<file path="config.mk">
export PLATFORM = sky130hd
export DESIGN_NAME = p4s1_2_flat
export DESIGN_NICKNAME = d
export VERILOG_FILES = /design/src/rtl/p4s1_2_if.sv /design/src/rtl/p4s1_2.sv /design/src/flat_wrapper.sv
export SDC_FILE = /design/constraint.sdc
export NUM_CORES = 1
export LEC_CHECK = 0
export BUFFER_PORTS_ARGS = -buffer_cell sky130_fd_sc_hd__buf_2
export CAP_MARGIN = 20
export CORE_MARGIN = 2
export CORE_UTILIZATION = 55
export CTS_CLUSTER_SIZE = 20
export DETAILED_ROUTE_END_ITERATION = 7
export PLACE_DENSITY = 0.72
export SLEW_MARGIN = 10
export SYNTH_ARGS = -nofsm -noshare
export SYNTH_HDL_FRONTEND = slang
export SYNTH_SLANG_ARGS = --single-unit
</file>
<file path="constraint.sdc">
create_clock -name clk -period 3.44 [get_ports clk]
set_input_delay 0.516 -clock clk [delete_from_list [all_inputs] [get_ports clk]]
set_output_delay 0.516 -clock clk [all_outputs]
set_load 0.02 [all_outputs]
</file>
<file path="src/rtl/p4s1_2_if.sv">
// Frame-in / word-out bus for the 4:1 parallel-to-serial converter.
// The driver of frames and controls uses master; the converter uses slave.
interface p4s1_2_if #(
  parameter int WORDLENGTH = 16
);
  logic                  enable;
  logic                  load;
  logic [WORDLENGTH-1:0] data_in0;
  logic [WORDLENGTH-1:0] data_in1;
  logic [WORDLENGTH-1:0] data_in2;
  logic [WORDLENGTH-1:0] data_in3;
  logic                  ready;
  logic [WORDLENGTH-1:0] data_out;
  logic                  out_valid;
  logic [1:0]            counter_out;
  logic                  frame_last;
  logic                  overrun;

  modport master (
    output enable, load, data_in0, data_in1, data_in2, data_in3,
    input  ready, data_out, out_valid, counter_out, frame_last, overrun
  );

  modport slave (
    input  enable, load, data_in0, data_in1, data_in2, data_in3,
    output ready, data_out, out_valid, counter_out, frame_last, overrun
  );
endinterface

</file>
<file path="src/rtl/p4s1_2.sv">
// 4:1 parallel-to-serial converter: 4-word shifter plus one-frame hold buffer,
// emitting data_in3..data_in0 one word per enabled cycle, with a sticky overrun flag.
module p4s1_2 #(
  parameter int WORDLENGTH = 16
) (
  input  logic     clk,
  input  logic     rst,
  p4s1_2_if.slave  bus
);
  typedef logic [WORDLENGTH-1:0] word_t;

  word_t       r_sh   [4];
  word_t       r_hold [4];
  logic [2:0]  r_rem;
  logic        r_hold_full;
  word_t       r_data_out;
  logic        r_out_valid;
  logic [1:0]  r_cnt;
  logic        r_last;
  logic        r_overrun;

  word_t       w_in       [4];
  word_t       w_sh_nxt   [4];
  word_t       w_hold_nxt [4];
  logic [2:0]  w_rem_nxt;
  logic        w_hold_full_nxt;
  logic        w_ready;
  logic        w_accept;
  logic        w_emit;
  logic        w_done_next;
  logic [1:0]  w_idx;

  // Slot 0 is emitted first, so the frame is stored in output order.
  assign w_in[0] = bus.data_in3;
  assign w_in[1] = bus.data_in2;
  assign w_in[2] = bus.data_in1;
  assign w_in[3] = bus.data_in0;

  assign w_ready     = ~r_hold_full;
  assign w_accept    = bus.load & w_ready;
  assign w_emit      = bus.enable & (r_rem != 3'd0);
  assign w_done_next = (r_rem == 3'd0) | ((r_rem == 3'd1) & bus.enable);
  // rem counts down 4..1, so the word index within the frame is 4 - rem.
  assign w_idx       = 2'(3'd4 - r_rem);

  always_comb begin
    w_sh_nxt        = r_sh;
    w_hold_nxt      = r_hold;
    w_rem_nxt       = r_rem;
    w_hold_full_nxt = r_hold_full;
    if (w_done_next) begin
      if (r_hold_full) begin
        w_sh_nxt        = r_hold;
        w_rem_nxt       = 3'd4;
        w_hold_full_nxt = w_accept;
        if (w_accept) w_hold_nxt = w_in;
      end else if (w_accept) begin
        w_sh_nxt  = w_in;
        w_rem_nxt = 3'd4;
      end else begin
        w_rem_nxt = 3'd0;
      end
    end else begin
      if (w_emit) w_rem_nxt = r_rem - 3'd1;
      if (w_accept) begin
        w_hold_nxt      = w_in;
        w_hold_full_nxt = 1'b1;
      end
    end
  end

  always_ff @(posedge clk or negedge rst) begin
    if (!rst) begin
      for (int i = 0; i < 4; i++) begin
        r_sh[i]   <= '0;
        r_hold[i] <= '0;
      end
      r_rem       <= '0;
      r_hold_full <= 1'b0;
      r_data_out  <= '0;
      r_out_valid <= 1'b0;
      r_cnt       <= '0;
      r_last      <= 1'b0;
      r_overrun   <= 1'b0;
    end else begin
      r_sh        <= w_sh_nxt;
      r_hold      <= w_hold_nxt;
      r_rem       <= w_rem_nxt;
      r_hold_full <= w_hold_full_nxt;
      if (w_emit) begin
        r_data_out  <= r_sh[w_idx];
        r_cnt       <= w_idx;
        r_out_valid <= 1'b1;
        r_last      <= (w_idx == 2'd3);
      end else begin
        r_out_valid <= 1'b0;
        r_last      <= 1'b0;
      end
      if (bus.load & ~w_ready) r_overrun <= 1'b1;
    end
  end

  assign bus.ready       = w_ready;
  assign bus.data_out    = r_data_out;
  assign bus.out_valid   = r_out_valid;
  assign bus.counter_out = r_cnt;
  assign bus.frame_last  = r_last;
  assign bus.overrun     = r_overrun;
endmodule

</file>
<file path="src/flat_wrapper.sv">
// flat-port wrapper written by rule: the top's interface ports become plain ports
module p4s1_2_flat 
#(
  parameter int WORDLENGTH = 16
)
  (clk, rst, bus_enable, bus_load, bus_data_in0, bus_data_in1, bus_data_in2, bus_data_in3, bus_ready, bus_data_out, bus_out_valid, bus_counter_out, bus_frame_last, bus_overrun);
  p4s1_2_if #(.WORDLENGTH(WORDLENGTH)) bus_i ();
  input  logic clk;
  input  logic rst;
  input wire logic [$bits(bus_i.enable)-1:0] bus_enable;
  input wire logic [$bits(bus_i.load)-1:0] bus_load;
  input wire logic [$bits(bus_i.data_in0)-1:0] bus_data_in0;
  input wire logic [$bits(bus_i.data_in1)-1:0] bus_data_in1;
  input wire logic [$bits(bus_i.data_in2)-1:0] bus_data_in2;
  input wire logic [$bits(bus_i.data_in3)-1:0] bus_data_in3;
  output wire logic [$bits(bus_i.ready)-1:0] bus_ready;
  output wire logic [$bits(bus_i.data_out)-1:0] bus_data_out;
  output wire logic [$bits(bus_i.out_valid)-1:0] bus_out_valid;
  output wire logic [$bits(bus_i.counter_out)-1:0] bus_counter_out;
  output wire logic [$bits(bus_i.frame_last)-1:0] bus_frame_last;
  output wire logic [$bits(bus_i.overrun)-1:0] bus_overrun;
  assign bus_i.enable = bus_enable;
  assign bus_i.load = bus_load;
  assign bus_i.data_in0 = bus_data_in0;
  assign bus_i.data_in1 = bus_data_in1;
  assign bus_i.data_in2 = bus_data_in2;
  assign bus_i.data_in3 = bus_data_in3;
  assign bus_ready = bus_i.ready;
  assign bus_data_out = bus_i.data_out;
  assign bus_out_valid = bus_i.out_valid;
  assign bus_counter_out = bus_i.counter_out;
  assign bus_frame_last = bus_i.frame_last;
  assign bus_overrun = bus_i.overrun;
  p4s1_2 #(.WORDLENGTH(WORDLENGTH)) u_core (.clk(clk), .rst(rst), .bus(bus_i));
endmodule
</file>
==> metrics list <==
- The flow ran to the end, and the final reports show no timing, DRC or antenna violations.
* Area occupied by multi-input gates: 0.00289 mm²
* Sequential-to-total area share from yosys stat: 0.555
* Die area: 0.0135 mm²
- Counting along the longest clock path gives a buffer depth of 2.
- The worst register-to-register path begins at u_core.r_rem[0]$_DFFE_PN0P_.
* Initial core utilization: 0.570
* # Max-Cap Violations: 0
- Of the total power, the clock network draws 0.231.
* Commonest cells after routing, fill and taps aside: dfrtp_1, mux2_2, buf_2
- Setup violations remaining at the end of the flow were counted as 0.
* Sw frac: 0.324
- During placement, the flow inserted port buffers numbering 89.
- First-pass GRT wire length: 22500 µm
* Most common cell after layout, fill and taps aside: dfrtp_1
- For met2 alone, demand over resource in global routing was 0.356.
- Initial antenna violation count: 0
* Cts-stage hold buffer count: 0
* Kind of critical path: reg2reg
* Placed cell count: 709
- Routed wire length: 13900 µm
* Area of the mapped netlist: 0.00690 mm²
- The pre-antenna-repair detailed-routing pass consisted of 4 iterations.
- Area added between synthesis and finish: 17.8%
- STA classifies the critical path endpoint as a flop.
- Largest stage delay on the critical path: 400 ps
- Clock-pin slew was measured on the worst setup and hold paths at 60 ps.
* Time the worst path needs with I/O delays and setup: 2320 ps
* Setup TNS after final layout: 0 ps
* Ys Warns: 0
- Post-layout net count: 631
- Among all stages on the critical path, the largest delay is contributed by nand4_4.
- In this run the worst hold path is classified as in2async.
- Post-Syn Nets: 545
* Global Route met1 Usage: 0.309
- Floorplan die width: 116 µm
* Number of vias after detailed routing: 4102
- P_int: 5.85 mW
- After detailed routing, the number of vias per cell comes to 5.54.
* Met3 routing resource usage after global routing: 0.0471
- Synthesis produced a netlist whose cell count is 474.
- TritonCTS built the clock tree.
- Cts bufs inserted: 17
* Tcrit/Tclk final: 0.673
* Critical Path Fanout Max: 43
- Power spread over the standard cell area amounts to 1060 mW/mm².
* Rel. slew slack: 0.550
- Final-report hold violation count: 0
- Detailed-placement wirelength estimate: 9210 µm
- STA classifies the critical path startpoint as a flop.
- Data on the critical path arrives at its endpoint at 2610 ps.
* Required time of the critical path: 3740 ps
* Number of buffers inserted by post-CTS setup repair: 0
* Overall global routing resource usage: 0.225
- Counting cells, the worst reg-to-reg path comes to 7.
- Across all setup checks in the final design, the least slack found is 1120 ps.
- Row generation in the floorplan step produced 40 rows.
- Setup slack of the worst register-to-register path: 1120 ps
- The finished layout holds 740 standard cells, fillers aside.
* Combined flip-flop and latch cell area: 0.00383 mm²
- CP bufs+invs: 3
* Total inserted antenna cells: 0
- Counting the fill cells in the layout gives 906.
- In this run the vertical extent of the chip is 116 µm.
- Worst path top cell family by delay: buffers and inverters
* Portion of total power attributed to combinational logic: 0.392
- In this run the standard cell core region covers 0.0121 mm².
* Most Used Layer, Global Route: met2
- FF-to-FF End: u_core.r_hold[7]$_DFFE_PN0P_
* Max-slew violation count: 0
- Synthesis inferred 153 register bits.
- In this run the static leakage power is 3.69 nW.
* Root cell of the clock tree: clkbuf_16
- In this design, the critical path's most frequently occurring cell is inv_1.
- Weighted congestion reported at the end of routability-driven placement: 0.810
- Pin count of the biggest net entering global routing: 93
- Number of primary I/O pins: 90
* Maximum level of the CTS H-tree: 4
- RSZ-0062 raised after global routing: no
- The share of total power dissipated in sequential elements is 0.377.
- Share of post-route cells with drive strength above 1: 0.467
- Cell chain of the critical path: inv_1 > ha_2 > ha_1 > inv_1 > nand4_4 > buf_12 > mux2_2
- For the worst-skew pair, the clock arrives at the later sink with an insertion delay of 420 ps.
- Syn avg cell area: 14.6 µm²
- Slew at the pin with the worst max-slew slack: 673 ps
- Clock Sink Count: 153
- Distinct cell type count after synthesis: 22
* Routed Antenna Nets: 0
- DRC: 0
- Final global-route overflow total: 0
- Maximum resistive drop on vdd: 0.609 mV
- Net Switching: 2.80 mW
- After detailed routing, the average wire length per cell comes to 18.8 µm.
* Detailed Route Iter0 Violations: 239
* Fmax: 432 MHz
- For the final database, setup skew stands at 6.09 ps.
- The number of global-route vias before repair came to 4435.
* Post-cts gate resize count: 0
- Worst setup timing slack at the placement stage: 1140 ps
## worst register-to-register path: stages (launching register included)
cell	delay, ps
dfrtp_1	380
inv_1	100
ha_2	190
ha_1	230
inv_1	190
nand4_4	400
buf_12	360
mux2_2	350
## how the worst max path moves through the flow
stage / start / end / slack [ps] / cells past startpoint
after CTS: u_core.r_rem[0]$_DFFE_PN0P_ / u_core.r_hold[7]$_DFFE_PN0P_ / 1130 / 7
after global placement: u_core.r_rem[0]$_DFFE_PN0P_ / u_core.r_hold[6]$_DFFE_PN0P_ / 1210 / 7
after global routing: u_core.r_rem[0]$_DFFE_PN0P_ / u_core.r_hold[7]$_DFFE_PN0P_ / 1020 / 7
after detailed placement: u_core.r_rem[0]$_DFFE_PN0P_ / u_core.r_hold[7]$_DFFE_PN0P_ / 1140 / 7
final: u_core.r_rem[0]$_DFFE_PN0P_ / u_core.r_hold[7]$_DFFE_PN0P_ / 1120 / 7
after floorplan: u_core.r_rem[0]$_DFFE_PN0P_ / u_core.r_sh[10]$_DFFE_PN0P_ / 1630 / 8
## through the flow
step | cell area, µm² | utilization | power (mW) | hold WS [ps]
final | 8130 | 0.671 | 8.64 | 76.8
after global routing | 8130 | 0.671 | 9.17 | 102
after CTS | 8130 | 0.671 | 8.73 | 86.3
after detailed placement | 7490 | 0.618 | 6.70 | 451
after global placement | 7490 | 0.618 | 6.54 | 442
after floorplan | 6900 | - | 5.82 | 220
## power by group through the flow
stage	Combinational [mW]	Sequential [mW]	Clock [mW]
floorplan	2.64	3.18	0
global placement	3.31	3.23	0
detailed placement	3.42	3.28	0
CTS	3.45	3.26	2.03
global route	3.70	3.37	2.11
finish	3.38	3.26	2.00
## metal layers
metal / vias to the layer above / part of all wire
met5: - / 0
met4: 0 / 0.016
met3: 19 / 0.038
met2: 92 / 0.49
met1: 2115 / 0.46
li1: 1876 / -
## logic make-up (layout without fill, tap and decap cells)
group / after synthesis / count (layout) / synth area share
multiplexers: 224 / 224 / 0.360
AND/OR/NAND/NOR: 37 / 37 / 0.0259
buffers and inverters: 35 / 133 / 0.0281
AO/OA/AOI/OAI: 22 / 22 / 0.0259
adder cells (fa/ha/maj): 3 / 3 / 0.00544
flip-flops: 153 / 153 / 0.555
## synthesized netlist by cell type (all sizes together)
cell type / count / area (µm²)
o221ai: 16 / 140
nand3: 1 / 5.00
buf: 23 / 149
a21oi: 4 / 23.8
ha: 3 / 37.5
nor2: 3 / 11.3
dfrtp: 153 / 3830
a21o: 1 / 7.51
mux2i: 32 / 320
nand2b: 4 / 25.0
inv: 7 / 26.3
nand2: 26 / 97.6
nand3b: 2 / 18.8
nand4: 1 / 21.3
o21bai: 1 / 7.51
mux2: 192 / 2160
clkbuf: 5 / 18.8
## sequential cells by signal (all words and copies together) (netlist names)
name,count
u_core.bus.out_valid,1
u_core.bus.data_out,16
u_core.r_rem,3
u_core.bus.counter_out,2
u_core.bus.overrun,1
u_core.r_hold_full,1
u_core.r_sh,64
u_core.bus.frame_last,1
u_core.r_hold,64
## cell type report
| type | count | share of cell area |
|---|---|---|
| well taps | 168 | 0.0259 |
| flip-flops and latches | 153 | 0.471 |
| multi-input cells | 286 | 0.355 |
| repair buffers | 95 | 0.0657 |
| inverters | 7 | 0.00323 |
| clock inverters | 8 | 0.0172 |
| clock buffers | 23 | 0.0613 |
No activity file was read; power rests on OpenSTA's default activity.
